File: src/rtl/stream_mux_rr.sv
// N-channel valid/ready stream mux with round-robin or fixed-select arbitration
// feeding a single registered output stage (1-cycle latency, full throughput).
module stream_mux_rr #(
  parameter  int WIDTH = 32,
  parameter  int N_CH  = 4,
  localparam int SEL_W = $clog2(N_CH)
) (
  input  logic                    clk,
  input  logic                    rst,
  input  logic [N_CH*WIDTH-1:0]   in_data,
  input  logic [N_CH-1:0]         in_valid,
  output logic [N_CH-1:0]         in_ready,
  input  logic                    mode,
  input  logic [SEL_W-1:0]        fixed_sel,
  output logic [WIDTH-1:0]        out_data,
  output logic [SEL_W-1:0]        out_ch,
  output logic                    out_valid,
  input  logic                    out_ready
);

  logic [WIDTH-1:0] r_out_data;
  logic [SEL_W-1:0] r_out_ch;
  logic             r_out_valid;
  logic [SEL_W-1:0] r_ptr;

  logic [WIDTH-1:0] w_ch_data [N_CH];
  logic             w_load_en;
  logic             w_found;
  logic [N_CH-1:0]  w_grant;
  logic [SEL_W-1:0] w_gnt_idx;
  logic [SEL_W-1:0] w_idx;
  logic [SEL_W:0]   w_sum;
  logic [SEL_W-1:0] w_ptr_next;

  always_comb begin
    for (int i = 0; i < N_CH; i++) begin
      w_ch_data[i] = in_data[i*WIDTH +: WIDTH];
    end
  end

  assign w_load_en = !r_out_valid || out_ready;

  // Candidates are visited in priority order; the first valid eligible one wins.
  // In fixed mode only the channel matching fixed_sel is eligible, so an
  // out-of-range select simply never matches.
  always_comb begin
    w_found   = 1'b0;
    w_grant   = '0;
    w_gnt_idx = '0;
    w_idx     = '0;
    w_sum     = '0;
    for (int k = 0; k < N_CH; k++) begin
      if (mode) begin
        w_sum = (SEL_W+1)'(k);
      end else begin
        w_sum = {1'b0, r_ptr} + (SEL_W+1)'(k);
        if (w_sum >= (SEL_W+1)'(N_CH)) begin
          w_sum = w_sum - (SEL_W+1)'(N_CH);
        end
      end
      w_idx = w_sum[SEL_W-1:0];
      if (!w_found && in_valid[w_idx] && (!mode || fixed_sel == w_idx)) begin
        w_found          = 1'b1;
        w_gnt_idx        = w_idx;
        w_grant[w_idx]   = 1'b1;
      end
    end
  end

  assign w_ptr_next = (w_gnt_idx == SEL_W'(N_CH-1)) ? '0 : w_gnt_idx + 1'b1;

  assign in_ready = (rst || !w_load_en) ? '0 : w_grant;

  always_ff @(posedge clk) begin
    if (rst) begin
      r_out_data  <= '0;
      r_out_ch    <= '0;
      r_out_valid <= 1'b0;
      r_ptr       <= '0;
    end else if (w_load_en) begin
      if (w_found) begin
        r_out_data  <= w_ch_data[w_gnt_idx];
        r_out_ch    <= w_gnt_idx;
        r_out_valid <= 1'b1;
        if (!mode) begin
          r_ptr <= w_ptr_next;
        end
      end else begin
        r_out_valid <= 1'b0;
      end
    end
  end

  assign out_data  = r_out_data;
  assign out_ch    = r_out_ch;
  assign out_valid = r_out_valid;

endmodule
File: config.mk
export PLATFORM = sky130hd
export DESIGN_NAME = stream_mux_rr
export DESIGN_NICKNAME = d
export VERILOG_FILES = /design/src/rtl/stream_mux_rr.sv
export SDC_FILE = /design/constraint.sdc
export NUM_CORES = 1
export LEC_CHECK = 0
export ABC_AREA = 0
export CAP_MARGIN = 0
export CORE_ASPECT_RATIO = 0.8
export CORE_MARGIN = 5
export CORE_UTILIZATION = 38
export CTS_CLUSTER_SIZE = 30
export DETAILED_ROUTE_END_ITERATION = 8
export PLACE_DENSITY = 0.84
export SLEW_MARGIN = 10
export SYNTH_ARGS = -nofsm -noshare
export SYNTH_HDL_FRONTEND = slang
export SYNTH_SLANG_ARGS = --single-unit
File: constraint.sdc
create_clock -name clk -period 3.5 [get_ports clk]
set_clock_uncertainty 0.05 [all_clocks]
set_input_delay 0.875 -clock clk [delete_from_list [all_inputs] [get_ports clk]]
set_output_delay 0.875 -clock clk [all_outputs]
set_load 0.01 [all_outputs]
==> flow_metrics.tcl <==
set metrics [dict create \
    status "finished with violations" \
    failed_checks "setup timing" \
    vias 3611 \
    synth_edf_count 0 \
    port-buffer-count 176 \
    worstPathArrival_ps 2600 \
    tritoncts "yes" \
    first_iter_violations 195 \
    synth_seq_cells 37 \
    hold_end "out_data[1]$_SDFFE_PP0P_" \
    hold_viol 0 \
    place_congestion 0.917 \
    layout_common_cells "clkdlybuf4s50_1 (165), buf_4 (73), mux2i_1 (58)" \
    fin_ws_ps -29.4 \
    p_leak_nw 2.45 \
    pin_count 177 \
    r2r_slack_ps 330 \
    peakVddDrop_mv 0.273 \
    diodes 0 \
    p_total_mw 2.21 \
    clk_latency_ps 290 \
    cts_made_buffers 5 \
    die_w_um 108 \
    die_h_um 88.3 \
    yosysWarnings 0 \
    pwr-share-seq_pct 25.9 \
    grt_antenna_before_repair 0 \
    cts-root-buf "clkbuf_8" \
    slew_viol_final 0 \
    mappedNetlistNets 453 \
    clockBufferDepth 2 \
    viasPerCell 5.45 \
    initial_core_util_pct 39.2 \
    p_sw_share_pct 36.6 \
    seq_area_frac_synth_pct 25.4 \
    grt.overflow.total 0 \
    rows 28 \
    min-delay-start "out_data[1]$_SDFFE_PP0P_" \
    switchingPower_mw 0.809 \
    reg2reg_to "out_data[28]$_SDFFE_PP0P_" \
    synth_async_sr_flop_share_pct 0 \
    startpoint_type "input port" \
    period_share_pct 101 \
    grt_max_degree 30 \
    firstDrtPassIters 4 \
    hold-path-cell-count 2 \
    htreeDepth 2 \
    tightest_slew_ps 406 \
    p_per_area_nw_per_um2 386 \
    rsz0062_at_grt "yes" \
    wl_per_cell_um 20.2 \
    fin_util_pct 77.0 \
    synth_area_um2 2910 \
    fin_nets 694 \
    wl_mm 13.4 \
    ff2ff_path_depth 19 \
    combPwrFrac_pct 60.4 \
    syn_area_per_cell_um2 9.25 \
    dp_cells 632 \
    cp.required_ps 2570 \
    grt_pass1_vias 3837 \
    cp-end-kind "primary output" \
    p_clk_share_pct 13.7 \
    fin_crit_ps 3530 \
    final_common_cell "clkdlybuf4s50_1" \
    hold_path_class "reg2reg" \
    hpwl_mm 9.62 \
    worstReg2RegStart "r_ptr[0]$_SDFFE_PP0P_" \
    area_delta_synth_final_pct 96.3 \
    drive_gt1_share_pct 28.2 \
    crit_fanout 5 \
    synth_ff_type "dfxtp_1" \
    netlist_instances 315 \
    crit_type "in2out" \
    grt_pass1_wl_mm 19.8 \
    maxCapViolCount 0 \
    max_clock_freq_mhz 283 \
    intPower_mw 1.40 \
    ant_nets 0 \
    dieArea_um2 9530 \
    setup_viol 2 \
    clock_sinks 37 \
    core_area_um2 7430 \
    yosysUniqueCellTypes 57 \
    finalNonFillerCells 662 \
    clkTransAtPathRegs_ps 80 \
    track_usage_pct 26.5 \
    slew_headroom_pct 72.6 \
    drc 0 \
]
## what timing repair did
action	CTS	global route
setup endpoints to repair	29	4
resized for setup	88	30
hold buffers	0	0
pin swaps	17	23
cloned	0	0
setup buffers	17	6
## per-layer routing
metal  part of all wire, %  up-vias  global-route usage, %
li1                      -     1697                      -
met1                    39     1738                   31.9
met2                    51      148                   45.0
met3                   7.4       28                   7.08
met4                   2.7        0                   10.9
met5                     0        -                      0
## cell usage after synthesis (3+ instances only)
library cell	instances	area, µm²
o21bai_1	3	22.5
dfxtp_1	37	741
a211oi_1	8	60.1
buf_12	5	100
nand2_1	11	41.3
buf_4	3	22.5
inv_1	6	22.5
o2bb2ai_1	3	26.3
mux2i_1	58	581
nor2b_1	3	18.8
nand3b_1	25	188
nand3_1	3	15.0
buf_6	3	33.8
o21ai_1	8	40.0
nor2_1	17	63.8
a21oi_1	7	35.0
o221ai_1	23	201
and2_1	9	56.3
and3_1	9	56.3
nor4b_1	8	70.1
clkbuf_1	16	60.1
nand2b_1	6	37.5
## kinds of logic (layout without fill, tap and decap cells)
kind of cell / count (synthesis) / in the layout / share of synthesized area, %
compound gates: 82 / 82 / 23.8
simple gates: 102 / 102 / 21.8
buf+inv: 35 / 277 / 8.63
mux: 59 / 59 / 20.3
flops: 37 / 37 / 25.4
## worst max-delay path: stages
cell       delay [ps]
buf_8             110
nand2b_4          170
a211oi_4          250
buf_4             180
buf_4             120
o311ai_4          120
o211a_1           270
a2111oi_4         320
buf_2             190
## power by group through the flow
stage	logic, mW	clock network [mW]	registers [mW]
2_1_floorplan	0.565	0	0.616
3_3_place_gp	1.17	0	0.575
3_5_place_dp	1.18	0	0.580
4_1_cts	1.26	0.308	0.571
5_1_grt	1.42	0.329	0.582
6_report	1.33	0.302	0.572
## worst max path at each step
stage	startpoint	end	slack, ps
2_1_floorplan	mode	in_ready[0]	-110
3_3_place_gp	mode	in_ready[3]	-900
3_5_place_dp	mode	in_ready[3]	-1050
4_1_cts	mode	in_ready[3]	10
5_1_grt	mode	in_ready[1]	-120
6_report	mode	in_ready[3]	-30
## through the flow
stage | setup TNS, ps | instance area [µm²] | hold WS, ps | setup WS, ps
6_report | -47.5 | 5720 | 454 | -29.4
3_5_place_dp | -14500 | 5160 | 432 | -1050
3_3_place_gp | -14340 | 5160 | 427 | -901
5_1_grt | -1030 | 5720 | 473 | -119
2_1_floorplan | -207 | 2920 | 458 | -105
4_1_cts | 0 | 5540 | 448 | 10.8
## flip-flops by register name (all words and copies together), names as in the netlist
| signal | flops |
|---|---|
| out_ch | 2 |
| out_data | 32 |
| out_valid | 1 |
| r_ptr | 2 |
## area by class of cell
| cell class | count | area [µm²] |
|---|---|---|
| inverter | 6 | 22.5 |
| fill | 520 | 1710 |
| timing repair buffer | 263 | 2490 |
| tap | 105 | 131 |
| multi-input combinational | 243 | 2250 |
| sequential | 37 | 741 |
| clock inverter | 2 | 10.0 |
| clock buffer | 6 | 72.6 |
Note: power is estimated with default switching activity, not from simulation.
